===== src/rtl/mem_access_unit.sv =====
// mem_access_unit: load/store unit with byte/halfword read-modify-write, rev 1.0.
// Optional MISALIGN_EXC_EN enables alignment and range address-error detection.
`default_nettype none

module mem_access_unit #(
   parameter logic [31:0] ADDR_LIMIT = 32'h0000_3000
) (
   input  logic        clk,
   input  logic        reset,
   input  logic        op_valid,
   input  logic [2:0]  op_type,
   input  logic [31:0] op_addr,
   input  logic [31:0] op_wdata,
   input  logic [31:0] op_pc,
   output logic        busy,
   output logic        rdata_valid,
   output logic [31:0] rdata,
   output logic        exc_adel,
   output logic        exc_ades,
   output logic [31:0] dm_addr,
   output logic [31:0] dm_wd,
   output logic        dm_we,
   output logic        dm_req,
   input  logic [31:0] dm_rd
);

   localparam logic [2:0] OP_LW  = 3'd0;
   localparam logic [2:0] OP_LB  = 3'd1;
   localparam logic [2:0] OP_LBU = 3'd2;
   localparam logic [2:0] OP_LH  = 3'd3;
   localparam logic [2:0] OP_LHU = 3'd4;
   localparam logic [2:0] OP_SW  = 3'd5;
   localparam logic [2:0] OP_SB  = 3'd6;
   localparam logic [2:0] OP_SH  = 3'd7;

   typedef enum logic [0:0] {IDLE = 1'b0, RMW_WR = 1'b1} state_t;

   state_t      state;
   logic [31:0] rmw_addr;
   logic [31:0] rmw_data;

   logic        is_load;
   logic        is_rmw;
   logic        accept;
   logic        addr_err;
   logic [31:0] aligned_addr;
   logic [7:0]  lane_byte;
   logic [15:0] lane_half;
   logic [31:0] load_val;
   logic [31:0] merged;
   logic        unused_bits;

   assign is_load      = (op_type <= OP_LHU);
   assign is_rmw       = (op_type == OP_SB) || (op_type == OP_SH);
   assign accept       = (state == IDLE) && op_valid;
   assign aligned_addr = {op_addr[31:2], 2'b00};

`ifdef MISALIGN_EXC_EN
   assign addr_err = (((op_type == OP_LH) || (op_type == OP_LHU) || (op_type == OP_SH)) && op_addr[0])
                   || (((op_type == OP_LW) || (op_type == OP_SW)) && (op_addr[1:0] != 2'b00))
                   || (op_addr >= ADDR_LIMIT);
   assign unused_bits = ^op_pc;
`else
   assign addr_err    = 1'b0;
   assign unused_bits = ^{op_pc, ADDR_LIMIT};
`endif

   always_comb begin
      lane_byte = dm_rd[7:0];
      case (op_addr[1:0])
         2'd0: lane_byte = dm_rd[7:0];
         2'd1: lane_byte = dm_rd[15:8];
         2'd2: lane_byte = dm_rd[23:16];
         2'd3: lane_byte = dm_rd[31:24];
         default: lane_byte = dm_rd[7:0];
      endcase
      lane_half = op_addr[1] ? dm_rd[31:16] : dm_rd[15:0];

      load_val = dm_rd;
      case (op_type)
         OP_LB:   load_val = {{24{lane_byte[7]}}, lane_byte};
         OP_LBU:  load_val = {24'h0, lane_byte};
         OP_LH:   load_val = {{16{lane_half[15]}}, lane_half};
         OP_LHU:  load_val = {16'h0, lane_half};
         default: load_val = dm_rd;
      endcase

      merged = dm_rd;
      if (op_type == OP_SB) begin
         case (op_addr[1:0])
            2'd0: merged[7:0]   = op_wdata[7:0];
            2'd1: merged[15:8]  = op_wdata[7:0];
            2'd2: merged[23:16] = op_wdata[7:0];
            2'd3: merged[31:24] = op_wdata[7:0];
            default: merged = dm_rd;
         endcase
      end else if (op_addr[1]) begin
         merged[31:16] = op_wdata[15:0];
      end else begin
         merged[15:0] = op_wdata[15:0];
      end
   end

   // Writes are gated by reset so a reset landing on RMW_WR abandons the merged word.
   assign dm_addr = (state == RMW_WR) ? rmw_addr : aligned_addr;
   assign dm_wd   = (state == RMW_WR) ? rmw_data : op_wdata;
   assign dm_we   = reset && ((state == RMW_WR) || (accept && (op_type == OP_SW) && !addr_err));
   assign dm_req  = !dm_we;
   assign busy    = (state == RMW_WR) || (accept && is_rmw && !addr_err);

   always_ff @(posedge clk) begin
      if (!reset) begin
         state       <= IDLE;
         rdata       <= 32'h0;
         rdata_valid <= 1'b0;
         exc_adel    <= 1'b0;
         exc_ades    <= 1'b0;
         rmw_addr    <= 32'h0;
         rmw_data    <= 32'h0;
      end else begin
         rdata_valid <= 1'b0;
         exc_adel    <= 1'b0;
         exc_ades    <= 1'b0;
         case (state)
            IDLE: begin
               if (op_valid) begin
                  if (addr_err) begin
                     exc_adel <= is_load;
                     exc_ades <= !is_load;
                  end else if (is_load) begin
                     rdata       <= load_val;
                     rdata_valid <= 1'b1;
                  end else if (is_rmw) begin
                     rmw_addr <= aligned_addr;
                     rmw_data <= merged;
                     state    <= RMW_WR;
                  end
               end
            end
            RMW_WR:  state <= IDLE;
            default: state <= IDLE;
         endcase
      end
   end

endmodule

`default_nettype wire

===== config.mk =====
export PLATFORM = sky130hd
export DESIGN_NAME = mem_access_unit
export DESIGN_NICKNAME = d
export VERILOG_FILES = /design/src/rtl/mem_access_unit.sv
export SDC_FILE = /design/constraint.sdc
export NUM_CORES = 1
export LEC_CHECK = 0
export ABC_CLOCK_PERIOD_IN_PS = 1800
export CORE_ASPECT_RATIO = 1.25
export CORE_MARGIN = 4
export CORE_UTILIZATION = 39
export DETAILED_ROUTE_END_ITERATION = 10
export PLACE_DENSITY = 0.78
export SYNTH_ARGS = -nofsm -noshare
export SYNTH_HDL_FRONTEND = slang
export SYNTH_SLANG_ARGS = --single-unit

===== constraint.sdc =====
create_clock -name clk -period 1.8 [get_ports clk]
set_input_delay 0.36 -clock clk [delete_from_list [all_inputs] [get_ports clk]]
set_output_delay 0.36 -clock clk [all_outputs]
set_load 0.01 [all_outputs]

==> results of run 1 <==
-- registers in the layout, indices dropped and copies added (netlist names) --
name,flops
rdata,32
rdata_valid,1
rmw_addr,30
rmw_data,32
state,1
-- layer usage --
metal  vias to the layer above  wire [µm]
li1                       2865          -
met1                      2947       8460
met2                       273      10800
met3                        59       1500
met4                         0        869
met5                         -          0
-- layout make-up --
cell class	instances	area, µm²
clock inverter	6	45.0
timing repair buffer	330	3420
multi-input combinational	462	3600
fill	1024	4250
tap	175	219
clock buffer	10	229
sequential	96	1930
inverter	16	60.1
-- worst reg2reg max path: stages (launching register included) --
cell and delay [ns]:
dfxtp_4 0.37, buf_12 0.14, buf_12 0.13, buf_8 0.12, and4b_4 0.47, clkbuf_16 0.20, clkbuf_16 0.15, nand2_1 0.07
a21boi_1 0.13
-- Yosys cell counts, types with 4 or more instances --
| cell | number |
|---|---|
| clkbuf_1 | 37 |
| a221oi_1 | 13 |
| o21a_1 | 10 |
| o211ai_1 | 8 |
| a21boi_1 | 16 |
| a21boi_0 | 14 |
| nand2b_1 | 12 |
| buf_4 | 5 |
| o22ai_1 | 7 |
| o32ai_1 | 11 |
| a22oi_1 | 8 |
| inv_1 | 15 |
| mux2_2 | 65 |
| mux2i_1 | 25 |
| a21oi_1 | 53 |
| nand2_1 | 97 |
| o21ai_1 | 6 |
| mux4_2 | 8 |
| buf_1 | 4 |
| buf_2 | 12 |
| dfxtp_1 | 96 |
| a31oi_1 | 9 |
| o21ai_0 | 62 |
-- repair_timing --
item | in CTS | in global routing
pin swaps | 3 | 6
endpoints found under the setup margin | 113 | 126
cloned | 6 | 7
gates resized for setup | 357 | 134
setup buffers | 16 | 5
-- how the worst max path moves through the flow --
stage | start | endpoint | slack (ns) | depth (start not counted)
floorplan | op_type[2] | dm_we | 0.01 | 5
global placement | op_addr[1] | rdata[10] | -0.53 | 5
detailed placement | op_addr[1] | rdata[12] | -0.54 | 5
CTS | state | dm_addr[11] | -0.13 | 5
global route | state | dm_wd[26] | -0.13 | 5
finish | state | dm_wd[26] | -0.10 | 5
-- report_power, final --
group	switching (mW)	internal (mW)	total, mW
registers	0.0736	2.24	2.31
clock network	0.895	0.944	1.84
logic	0.759	1.01	1.77
-- metrics by stage --
step                hold WS, ns  std cells  instance area, µm²  utilization  setup WS [ns]
finish                    0.452       1095                9500        0.691         -0.105
global route              0.473       1095                9500        0.691         -0.131
CTS                       0.455       1088                9040        0.657         -0.128
detailed placement        0.446       1050                8320        0.605         -0.538
global placement          0.438       1050                8320        0.605         -0.526
floorplan                 0.432        632                5460            -         0.0102
-- cells by family after synthesis --
family | Yosys count | synth area share
AOI/OAI and AO/OA | 227 | 0.265
other | 1 | 0.000688
xor gates and xnor gates | 2 | 0.00321
muxes | 98 | 0.213
DFF | 96 | 0.353
buffers and inverters | 74 | 0.0572
and+or+nand+nor | 131 | 0.108
==> metrics.txt, run 1 <==
run status=finished, violations left; failing checks=setup timing; setup TNS=-2.68 ns; CP top delay family=buffers and inverters; worst path required time=1.44 ns; clock tree root driver cell=clkbuf_16; Syn Inst Count=629; NumNets Final=1049; Synth Flop Type=dfxtp_1; drt pass-1 iters=5; hold path start=rmw_addr[5]; period utilization=1.06; clock latency at the later pin of the worst-skew pair=0.35 ns; Synth area leaders=dfxtp_1, mux2_2, nand2_1; Post-synth ARST share=0; average vias per placed instance=5.61; Hold Crit Endpoint=rmw_addr[5]; most common cell after layout, fill and taps aside=clkdlybuf4s50_1; PortBufs=199; CP bufs+invs=4; CTS clk-pin slew, worst paths=0.07 ns; average wire per standard cell=19.7 µm; CTS hold repair buffers=0; crit-path cells=buf_12 > buf_8 > buf_16 > mux2_4 > buf_6; commonest non-fill, non-tap cells in the layout=clkdlybuf4s50_1, nand2_1, dfxtp_1; min-delay worst type=reg2reg; Period minus WS final=1.90 ns; vias in the first global route=6018; Yosys top cell area share=0.353; critical path class=reg2out; cts bufs inserted=9; largest net degree at the start of global routing=96; M2 GR Usage=0.430; worst reg2reg setup slack=-0.04 ns; Clock Path Buffers=2; slowest stage delay, CP=0.37 ns; Post-synth EDFFs=0; dpl hpwl=14.4 mm; worst setup margin=-0.105 ns; power consumption=5.92 mW; Total Routed Length=21.6 mm; Pwr Density=623 mW/mm²; Worst Path Arrival=1.54 ns; GR Util met3=0.0471; Yosys reg bits=96; Fin. Hold Viols=0; GRT Util Overall=0.249; first-pass GRT wire length=31.6 mm; R2R depth=8; number of antenna-violating nets in the routed design=0; worst-margin pin slew=0.608 ns; I/O pins=236; initial drt markers=408; unrepaired setup endpoints after global routing=true; Syn-to-layout area delta=74.4%; reg-to-reg endpoint=rmw_addr[8]; Max Cap Viol=0; unique cell type count in the Yosys netlist=47; cell taking the most area after synthesis=dfxtp_1; synth warn=0; CTS tree=done; worst r2r src=state; CP max stage cell=dfxtp_4; routed via count=6144; grt met1 use=0.304; Initial Util=0.396; Die Height=140 µm; Synth Area per Inst=8.66 µm²; CP Max Fanout=4; register area share after synthesis=0.353; Residual DRC=0; initial antenna violation count=0; Max Slew Vio Count=0; FP Rows=48; H-tree levels=3; fraction of layout cells with a size suffix above 1=0.364; Overflow after GRT=0; Syn Std Cell Area=0.00545 mm²; die area=0.0159 mm²; maximum VDD drop=387 µV; clk sinks=96; Hold Path Stages=2; Static Leakage=3.92 nW; routability cong.=0.918; CP Capture Type=output pin; Layout Skew=0.00874 ns; gr busiest metal=met2; Die X=114 µm; Max transition margin=0.591; max frequency=0.525 GHz; Setup crit start kind=register; core footprint=0.0138 mm²; antenna cells=0; Finish-stage setup viols=49
Note: power is estimated with default switching activity, not from simulation.
==> inputs of run 2 (changes only) <==
--- a/config.mk
+++ b/config.mk
@@ -6,11 +6,13 @@
 export NUM_CORES = 1
 export LEC_CHECK = 0
 export ABC_CLOCK_PERIOD_IN_PS = 1800
+export CAP_MARGIN = 5
 export CORE_ASPECT_RATIO = 1.25
 export CORE_MARGIN = 4
 export CORE_UTILIZATION = 39
+export CTS_CLUSTER_SIZE = 25
 export DETAILED_ROUTE_END_ITERATION = 10
-export PLACE_DENSITY = 0.78
+export PLACE_DENSITY = 0.85
 export SYNTH_ARGS = -nofsm -noshare
 export SYNTH_HDL_FRONTEND = slang
 export SYNTH_SLANG_ARGS = --single-unit
==> run 2 against run 1 <==
Against the previous run: the flow still finishes with violations (setup timing); die area unchanged; combinational power grew 3%; non-clock buffer count is 12 lower; clock power grew 16%; register-to-register slack lost 0.06 ns; utilization up 0.74 points; final area is 1.1% higher; sequential share of layout area down 0.21 points; hold slack barely moved; flip-flop and latch count stayed put; maximum frequency grew 0.50%; routed wire length is 7.1% higher; critical endpoint is now rmw_addr[19]; largest power group unchanged; highest routed layer unchanged.
==> metrics.txt, run 2 (same netlist as run 1, synthesis figures left out) <==
run status=finished, violations left; failing checks=setup timing; crit-path cells=buf_12 > buf_16 > buf_8 > and4b_2 > buf_6 > buf_12 > clkbuf_16 > nand2_1 > a21boi_1; CP bufs+invs=6 (+2); die area=0.0159 mm² (unchanged); worst r2r src=state; Die Height=140 µm (unchanged); clock share of power=0.341 (+0.030); Core Util, Final=0.698 (+0.00737); worst path required time=2.08 ns (+0.64 ns); Top cell by count, worst path=buf_12; Comb pwr share=0.291 (-0.007); maximum VDD drop=525 µV (+36%); Hold Path Stages=2 (unchanged); internal power=4.50 mW (+7.3%); core footprint=0.0138 mm² (unchanged); max frequency=0.528 GHz (+0.50%); Syn-to-layout area delta=76.2%; worst reg2reg setup slack=-0.1 ns (-0.06 ns); critical path class=reg2reg; switching share of power=0.285 (-0.00713); Clock Path Buffers=2 (unchanged); H-tree levels=3 (unchanged); initial antenna violation count=0 (unchanged); slowest stage delay, CP=0.38 ns (about the same); average wire per standard cell=21.3 µm (+8.3%); min-delay worst type=reg2reg; setup TNS=-2.64 ns (+0.0392 ns); Worst Path Arrival=2.18 ns (+0.64 ns); CP Max Fanout=10 (+6); biggest regs=rdata: 32 flops, rmw_data: 32 flops, rmw_addr: 30 flops; CTS clk-pin slew, worst paths=0.07 ns (about the same); commonest non-fill, non-tap cells in the layout=clkdlybuf4s50_1, dfxtp_1, nand2_1; first-pass GRT wire length=33.2 mm (+4.8%); Max Cap Viol=0 (unchanged); R2R depth=9 (+1); hold path start=rmw_addr[12]; drt pass-1 iters=5 (unchanged); reg-to-reg endpoint=rmw_addr[19]; period utilization=1.05 (-0.00524); NumNets Final=1037 (-1.1%); PortBufs=199 (unchanged); routability cong.=0.948 (+3.3%); Fin. Hold Viols=0 (unchanged); most common cell after layout, fill and taps aside=clkdlybuf4s50_1; final instance area=0.00960 mm² (+1.1%); FP Rows=48 (unchanged); CTS tree=done; Initial Util=0.396 (unchanged); Die X=114 µm (unchanged); cts bufs inserted=9 (unchanged); Finished Layout Cells=1083 (-1.1%); clk sinks=96 (unchanged); Finish-stage setup viols=82 (+67%); filler instances=939 (-8.3%); average vias per placed instance=5.88 (+4.8%); net switching power=1.79 mW (+3.6%); fraction of layout cells with a size suffix above 1=0.373 (+0.00922); Setup crit start kind=register; Hold Crit Endpoint=rmw_addr[12]; dpl cell area=0.00828 mm² (-0.48%); number of antenna-violating nets in the routed design=0 (unchanged); Pwr Density=655 mW/mm² (+5.1%); routed via count=6369 (+3.7%); CP Capture Type=register; Max Slew Vio Count=0 (unchanged); Total Routed Length=23.1 mm (+7.1%); largest net degree at the start of global routing=78 (-19%); I/O pins=236 (unchanged); CP top delay family=buffers and inverters; GRT Util Overall=0.263 (+0.0148); initial drt markers=578 (+42%); vias in the first global route=6250 (+3.9%); placed insts=1043 (-0.67%); Layout Skew=0.00843 ns (-0.000314 ns); worst setup margin=-0.0952 ns (+0.00943 ns); antenna cells=0 (unchanged); Reg power frac=0.369 (-0.022); dpl hpwl=14.7 mm (+2.0%); clock tree root driver cell=clkbuf_16; Overflow after GRT=0 (unchanged); unrepaired setup endpoints after global routing=true; CP max stage cell=dfxtp_4; clock latency at the later pin of the worst-skew pair=0.35 ns (about the same); Period minus WS final=1.90 ns (-0.00943 ns); Static Leakage=3.97 nW (+1.2%); Residual DRC=0 (unchanged)
==> run 2: cell count changes in the layout (fill, tap and decap cells not counted), moves of 5 or more <==
cell      before  now
buf_6         60   71
o21ai_0       35   47
mux2_2        15   10
mux2_4        50   55
a21boi_1      26   19
buf_4         88   80
buf_2         17    7
o21ai_1       26   11
nand2_1       95   88
==> run 2: worst min-delay path: stages (launching register included) <==
cell      delay (ns)
dfxtp_1         0.31
nand2_1         0.05
a21boi_1        0.05
==> run 2: cell type report <==
class	count	area [µm²]	share of cell area
Multi-Input combinational cell	462	3740	0.389
Timing Repair Buffer	318	3340	0.348
Sequential cell	96	1930	0.200
Clock buffer	10	229	0.0238
Tap cell	175	219	0.0228
Clock inverter	6	91.3	0.00951
Inverter	16	60.1	0.00625
==> run 2: stage by stage <==
stage / hold WS (ns) / setup WS [ns] / power (mW)
after global placement: 0.437 / -0.508 / 3.88
after CTS: 0.454 / -0.125 / 6.13
after floorplan: 0.432 / 0.0102 / 3.01
final: 0.451 / -0.0952 / 6.29
after global routing: 0.475 / -0.110 / 6.48
after detailed placement: 0.441 / -0.548 / 3.91
==> run 2: worst max-delay path by stage <==
stage / endpoint / cells past startpoint / startpoint
floorplan: dm_we / 5 / op_type[2]
global placement: rdata[12] / 5 / op_addr[1]
detailed placement: rdata[28] / 7 / op_addr[1]
CTS: dm_wd[17] / 4 / state
global route: rmw_addr[15] / 9 / state
finish: rmw_addr[19] / 9 / state
==> run 2: power by group through the flow <==
stage | clock (mW) | sequential, mW | combinational, mW
floorplan | 0 | 2.36 | 0.648
global placement | 0 | 2.35 | 1.52
detailed placement | 0 | 2.35 | 1.55
CTS | 2.15 | 2.31 | 1.67
global route | 2.23 | 2.33 | 1.92
finish | 2.14 | 2.32 | 1.83
==> run 2: repair_timing <==
item                                    in CTS  in global routing
endpoints found under the setup margin     102                128
pin swaps                                    2                 20
gates resized for setup                    407                108
cloned                                       6                  4
setup buffers                               11                  6
hold buffers                                 0                  0
==> run 2: routing by layer <==
| metal | GRT usage | up-vias | part of all wire |
|---|---|---|---|
| li1 | - | 2841 | - |
| met2 | 0.468 | 376 | 0.51 |
| met3 | 0.0519 | 86 | 0.071 |
| met4 | 0.119 | 0 | 0.051 |
| met5 | 0 | - | 0 |
| met1 | 0.301 | 3066 | 0.37 |
